--- src/rtl/serv_rf_ram_clr.sv ---
// Register-file SRAM with a post-reset clear sequencer that zeroes every word before init_done.
// Optional per-word even parity is enabled by defining SERV_RF_RAM_PARITY_EN.
module serv_rf_ram_clr #(
  parameter int unsigned width    = 8,
  parameter int unsigned csr_regs = 4,
  parameter int unsigned raw      = $clog2(32 + csr_regs),
  parameter int unsigned l2w      = $clog2(width),
  parameter int unsigned aw       = 5 + raw - l2w,
  parameter int unsigned depth    = 2**aw
) (
  input  logic             i_clk,
  input  logic             i_rst,
  input  logic [aw-1:0]    i_waddr,
  input  logic [width-1:0] i_wdata,
  input  logic             i_wen,
  input  logic [aw-1:0]    i_raddr,
  input  logic             i_ren,
  output logic [width-1:0] o_rdata,
  output logic             o_init_done,
  output logic             o_parity_err
);

  typedef enum logic {
    ST_CLEAR = 1'b0,
    ST_RUN   = 1'b1
  } state_e;

  localparam logic [aw-1:0] last_addr = aw'(depth - 1);

  state_e          state_q, state_d;
  logic [aw-1:0]   ccnt_q, ccnt_d;
  logic            init_done_q;
  logic [width-1:0] rdata_q;

  logic            mem_we_c;
  logic [aw-1:0]   mem_addr_c;
  logic [width-1:0] mem_din_c;

  logic [width-1:0] mem [depth];

  // State and clear-counter register
  always_ff @(posedge i_clk) begin
    if (i_rst) begin
      state_q     <= ST_CLEAR;
      ccnt_q      <= '0;
      init_done_q <= 1'b0;
    end else begin
      state_q     <= state_d;
      ccnt_q      <= ccnt_d;
      init_done_q <= (state_d == ST_RUN);
    end
  end

  // Next state and write-port steering; the clear write overrides external writes
  always_comb begin
    state_d    = state_q;
    ccnt_d     = ccnt_q;
    mem_we_c   = 1'b0;
    mem_addr_c = i_waddr;
    mem_din_c  = i_wdata;
    case (state_q)
      ST_CLEAR: begin
        mem_we_c   = 1'b1;
        mem_addr_c = ccnt_q;
        mem_din_c  = '0;
        ccnt_d     = ccnt_q + aw'(1);
        if (ccnt_q == last_addr) begin
          state_d = ST_RUN;
        end
      end
      ST_RUN: begin
        mem_we_c = i_wen;
      end
      default: begin
        state_d = ST_CLEAR;
      end
    endcase
  end

  // Array write port; writes presented during reset are dropped
  always_ff @(posedge i_clk) begin
    if (!i_rst && mem_we_c) begin
      mem[mem_addr_c] <= mem_din_c;
    end
  end

  // Synchronous read, read-before-write, held when not enabled
  always_ff @(posedge i_clk) begin
    if (i_rst) begin
      rdata_q <= '0;
    end else if (state_q == ST_CLEAR) begin
      rdata_q <= '0;
    end else if (i_ren) begin
      rdata_q <= mem[i_raddr];
    end
  end

`ifdef SERV_RF_RAM_PARITY_EN
  logic mem_par [depth];
  logic par_err_q;

  always_ff @(posedge i_clk) begin
    if (!i_rst && mem_we_c) begin
      mem_par[mem_addr_c] <= ^mem_din_c;
    end
  end

  // Parity check registered alongside the read data
  always_ff @(posedge i_clk) begin
    if (i_rst) begin
      par_err_q <= 1'b0;
    end else if (state_q == ST_CLEAR) begin
      par_err_q <= 1'b0;
    end else if (i_ren) begin
      par_err_q <= (^mem[i_raddr]) ^ mem_par[i_raddr];
    end
  end

  assign o_parity_err = par_err_q;
`else
  assign o_parity_err = 1'b0;
`endif

  assign o_rdata     = rdata_q;
  assign o_init_done = init_done_q;

endmodule

--- config.mk ---
export PLATFORM = sky130hd
export DESIGN_NAME = serv_rf_ram_clr
export DESIGN_NICKNAME = d
export VERILOG_FILES = /design/src/rtl/serv_rf_ram_clr.sv
export SDC_FILE = /design/constraint.sdc
export NUM_CORES = 2
export LEC_CHECK = 0
export CORE_MARGIN = 2
export CORE_UTILIZATION = 44
export CTS_BUF_LIST = sky130_fd_sc_hd__clkbuf_8
export DETAILED_ROUTE_END_ITERATION = 10
export PLACE_DENSITY = 0.73
export REMOVE_ABC_BUFFERS = 1
export SLEW_MARGIN = 20
export SYNTH_ARGS = -nofsm -noshare
export SYNTH_HDL_FRONTEND = slang
export SYNTH_SLANG_ARGS = --single-unit
--- constraint.sdc ---
create_clock -name i_clk -period 5.65 [get_ports i_clk]
set_input_delay 1.695 -clock i_clk [delete_from_list [all_inputs] [get_ports i_clk]]
set_output_delay 1.695 -clock i_clk [all_outputs]
set_load 0.05 [all_outputs]
; ---- Word-level counts from Yosys, hierarchy flattened
; Memories as Yosys holds them, arrays and structs flattened. A register that Yosys moved wholly into a read port is not among the register bits.
; Index checks and enable logic that the tools add are counted.
[word_totals]
reg_bits = 9
ramBits = 2048
inputBits = 28
out_inout_bits = 10
word_cells = 16
memories = 1
[op_classes]
add_sub_neg = 1
eq_ne = 1
muxes = 7
n_bitwise = 1
reduce_logical = 3
[memory_table]
columns = memory, words, word_bits, rd, rd_clocked_by_memory_dff, write_ports, line_no
row1 = mem, 256, 8, 1, 1, 1, 39  ; logic [width-1:0] mem [depth];
[op_table]
columns = cell, n
row1 = 2-to-1 mux 8 bit, 2
row2 = "adder 8 x 1 -> 8 bit, second input constant", 1
row3 = "equality test 8 bit, second input constant", 1
row4 = 2-to-1 mux 1 bit, 4
row5 = case mux 1 bit (2 select lines), 1
row6 = OR reduction 2 bit, 1
row7 = logical AND 1 bit, 1
row8 = logical NOT 1 bit, 1
row9 = inverter 1 bit, 1

; ---- Longest topological paths before layout
[depth]
ltp_word = 5
mapped_depth = 13

; ---- Worst setup path before layout
; No wires, ideal clock.
[synth_path]
path_kind = in2reg
startpoint = input i_wdata[0]
endpoint = memory mem[0][0], data pin
setup_time_ps = 867
arrival_ps = 4922
slack_ps = -139
cell_stages = 1
path_cell_list = and2_1
[synth_via]
elab_chain_len = 1
[synth_lines]
columns = element, line_no
row1 = start: declaration, 14  ; input logic [width-1:0] i_wdata,
row2 = 2-to-1 mux 8 bit, 61  ; case (state_q)
row3 = end: declaration, 39
; No other way between the ends.

==> impl_results.md <==
* P&R area growth vs syn at 13.70%
* Buffers on Ports at 36
* Vias in the first global route at 43.14k
* Global route total overflow at 0
* Mean Syn Cell Area at just over 20 sq um
* Crit Path Max Fanout at 14
* Largest net degree at the start of global routing at between 100 and 150
* Worst EP arrival at 5.60 ns
* Path type of the worst setup path: primary input to register
* Proportion of synthesized chip area in sequential cells at between 70 and 80%
* Critical Path End Type: register
* Critical Path Start Type: primary input
* Static Leakage at about 33 nW
* Ports at 38
* Row Count at about 160
* Post-CTS setup buffers at 0
* DR iter-0 viols at roughly 5.8k
* Most used DFF post-synth: edfxtp_1
* P_int at ~23 mW
* CP required at about 6.6 ns
* Worst vdd ir at between 0.2 and 0.3 mV
* Maxcap violations at 0
* Clk slew on worst S/H paths at ~0.070 ns
* Clock Skews at around 0.10 ns
* Starting Density at between 40% and 50%
* CTS tree: built
* Status: complete, no violations
* Synth async-reset ratio at 0%
* Skew-Pair Late Insertion Delay at ~1.0 ns
* CTS sink cnt at approximately 2.1k
* Combinational fraction of design power at roughly 3.6%
* Post-Layout Inst Area at 0.09171 sq mm
* Drt pass-1 iters at 5
* Final Hold Violating Endpoints at 0
* Most frequent cells in the layout: edfxtp_1 (2048), mux4_2 (404), clkbuf_8 (339)
* Fmax achieved at roughly 0.21 GHz
* Resize count post-CTS at 0
* Core ar. at roughly 0.18 sq mm
* Routed wire per std cell at ~30 um
* Final WL at 215900 um
* Cell variety after synth at ~70
* Routed via count at ~43k
* DRT antenna net count at 0
* Post-Syn Area at slightly above 0.08 sq mm
* Max clock buf depth at 4
* Worst rel slew slack at about a fifth
* DRC at 0
* Vias per cell at 6.129
* Hold-fix buffers, CTS at 0
* Final number of setup-violating endpoints at 0
* Die area at ~0.19 sq mm
* RSZ-0062 raised after global routing: no
* CP top delay family: compound AO/OA/AOI/OAI gates
* Routability Congestion at around 0.93
* Total track usage at 23.02%
* Switch Pwr at 6.412 mW
* Sw frac at 21.87%
* YS warnings at 0
* Syn Inst Count at ~4.0k
* Power per Cell Area at approximately 320 mW/mm^2
* Share of cells above drive strength 1 at 25.72%
* First-pass GRT wire length at approximately 310000 um
* CP Cell Sequence: clkdlybuf4s50_1 -> buf_4 -> nor2b_1 -> nand2_1 -> a2111oi_1 -> a2111oi_0 -> nand3_1 -> nor3_1 -> a211o_1
* CP max stage cell: a2111oi_1
* Fin crit share at roughly 83%
* Final Max Tran Viols at 0
* WP buf/inv at 2
* Die Ht at between 400 and 500 um
* Overall die width at around 430 um
* Worst Tran Pin Value at ~1.2 ns
* H-tree Lvls at 5
* Hold crit path type: register to register
* Clock power frac at between 30 and 40%
* CTS buffer count at 334
* Hpwl dp at 138600 um
* Most common cell after layout, fill and taps aside: edfxtp_1
* Final nets at 4482
* Synthesized flop and latch total at between 2k and 2.5k
* Tmin final at 4.685 ns
* Setup TNS at 0 ns
* CTS root buffer: clkbuf_8
* Worst path max stage delay at 1.18 ns
* Post-DP Area at between 0.08 and 0.09 sq mm
* Antenna violations before repair at 7
* Sequential share of power at a little under three fifths
* Post-synth EDFFs at around 2k
==> registers in the layout, indices dropped and copies added (netlist names) <==
name / cells
o_rdata: 8
o_init_done: 1
mem: 2048
ccnt_q: 8
==> logic make-up after synthesis <==
group / count (synthesis) / synth area share (%)
xor gates and xnor gates: 4 / 0.04344
other: 1 / 0.004649
AOI/OAI and AO/OA: 387 / 3.447
and+or+nand+nor: 582 / 3.138
buffers and inverters: 249 / 1.871
muxes: 668 / 14.81
DFF: 2065 / 76.67
adders and majority gates: 1 / 0.01551
==> worst reg2reg max path, stage by stage, from the launching register on <==
cell and delay [ns]:
dfxtp_2 0.95, nand2_1 0.19, o21ai_1 0.57, nand3_1 0.50, buf_4 0.39, nor2_1 0.68
==> per-layer routing <==
| metal | up-vias | track usage (%) | wire length [um] |
|---|---|---|---|
| met1 | 22450 | 30.68 | 78420 |
| li1 | 17480 | - | - |
| met2 | 2914 | 35.60 | 101400 |
| met5 | - | 0 | 25 |
| met4 | 4 | 11.48 | 11160 |
| met3 | 525 | 5.543 | 24830 |
==> cell usage after synthesis, types with 3 or more instances <==
| cell type | instances | area share [%] |
|---|---|---|
| nor2b_1 | 9 | 0.070 |
| a22oi_1 | 39 | 0.36 |
| mux4_2 | 404 | 11 |
| nand2_1 | 113 | 0.53 |
| a21oi_1 | 43 | 0.27 |
| mux2i_1 | 242 | 3.0 |
| o22ai_1 | 86 | 0.67 |
| a22o_1 | 11 | 0.12 |
| nor3_1 | 28 | 0.17 |
| nor4_1 | 15 | 0.12 |
| nand3_1 | 51 | 0.32 |
| a31oi_1 | 20 | 0.16 |
| o22a_1 | 4 | 0.043 |
| mux2_2 | 10 | 0.14 |
| nand4_1 | 6 | 0.047 |
| buf_8 | 7 | 0.13 |
| and2_1 | 23 | 0.18 |
| edfxtp_1 | 2048 | 76 |
| nor2_1 | 303 | 1.4 |
| o32ai_1 | 6 | 0.065 |
| o221ai_1 | 47 | 0.51 |
| clkbuf_1 | 103 | 0.48 |
| o211ai_1 | 4 | 0.037 |
| mux4_1 | 12 | 0.39 |
| a211o_1 | 8 | 0.087 |
| nand2b_1 | 12 | 0.093 |
| buf_4 | 22 | 0.20 |
| a311oi_1 | 5 | 0.054 |
| a32o_1 | 3 | 0.037 |
| a221o_1 | 4 | 0.050 |
| nand3b_1 | 3 | 0.028 |
| buf_1 | 12 | 0.056 |
| a211oi_1 | 26 | 0.24 |
| xnor2_1 | 3 | 0.033 |
| o31ai_1 | 8 | 0.074 |
| buf_2 | 47 | 0.29 |
| dfxtp_1 | 17 | 0.42 |
| a32oi_1 | 4 | 0.043 |
| o21ai_0 | 24 | 0.15 |
| a2111oi_0 | 23 | 0.25 |
| or3_1 | 5 | 0.039 |
| inv_1 | 12 | 0.056 |
| buf_6 | 45 | 0.63 |
==> final timing paths <==
path	start	to	slack, ns	cells past startpoint
worst max register to register	o_init_done	mem[14][1]	1.94	5
worst min register to register	ccnt_q[7]	ccnt_q[7]	0.56	2
worst max-delay path	i_raddr[3]	o_rdata[3]	0.97	9
worst min-delay path	ccnt_q[7]	ccnt_q[7]	0.56	2
==> power by group through the flow <==
stage / Combinational (mW) / Sequential [mW] / Clock (mW)
2_1_floorplan: 0.417 / 16.9 / 0
3_3_place_gp: 1.04 / 16.9 / 0
3_5_place_dp: 1.05 / 16.9 / 0
4_1_cts: 1.05 / 16.6 / 11.8
5_1_grt: 1.09 / 16.6 / 12.5
6_report: 1.07 / 16.6 / 11.7
==> area by class of cell <==
class	instances	area [sq um]
fillers	14300	90980
flip-flops and latches	2065	61840
multi-input cells	1643	17380
clock buffers	339	4666
repair buffers	397	3592
well taps	2385	2984
clock inverters	229	1181
inverters	12	50.05
diodes	8	20.02
==> through the flow <==
stage | instances | total power [mW] | setup WS (ns) | utilization [%] | hold WS (ns)
floorplan | 3720 | 17.33 | -0.1389 | - | 0.4786
global placement | 6501 | 17.96 | -0.08390 | 46.98 | 0.5198
detailed placement | 6502 | 17.96 | 0.1130 | 46.99 | 0.5399
CTS | 7070 | 29.44 | 0.9618 | 50.19 | 0.5497
global route | 7075 | 30.13 | 0.9273 | 50.20 | 0.6038
finish | 7078 | 29.33 | 0.9652 | 50.20 | 0.5645
No activity file was read; power rests on OpenSTA's default activity.
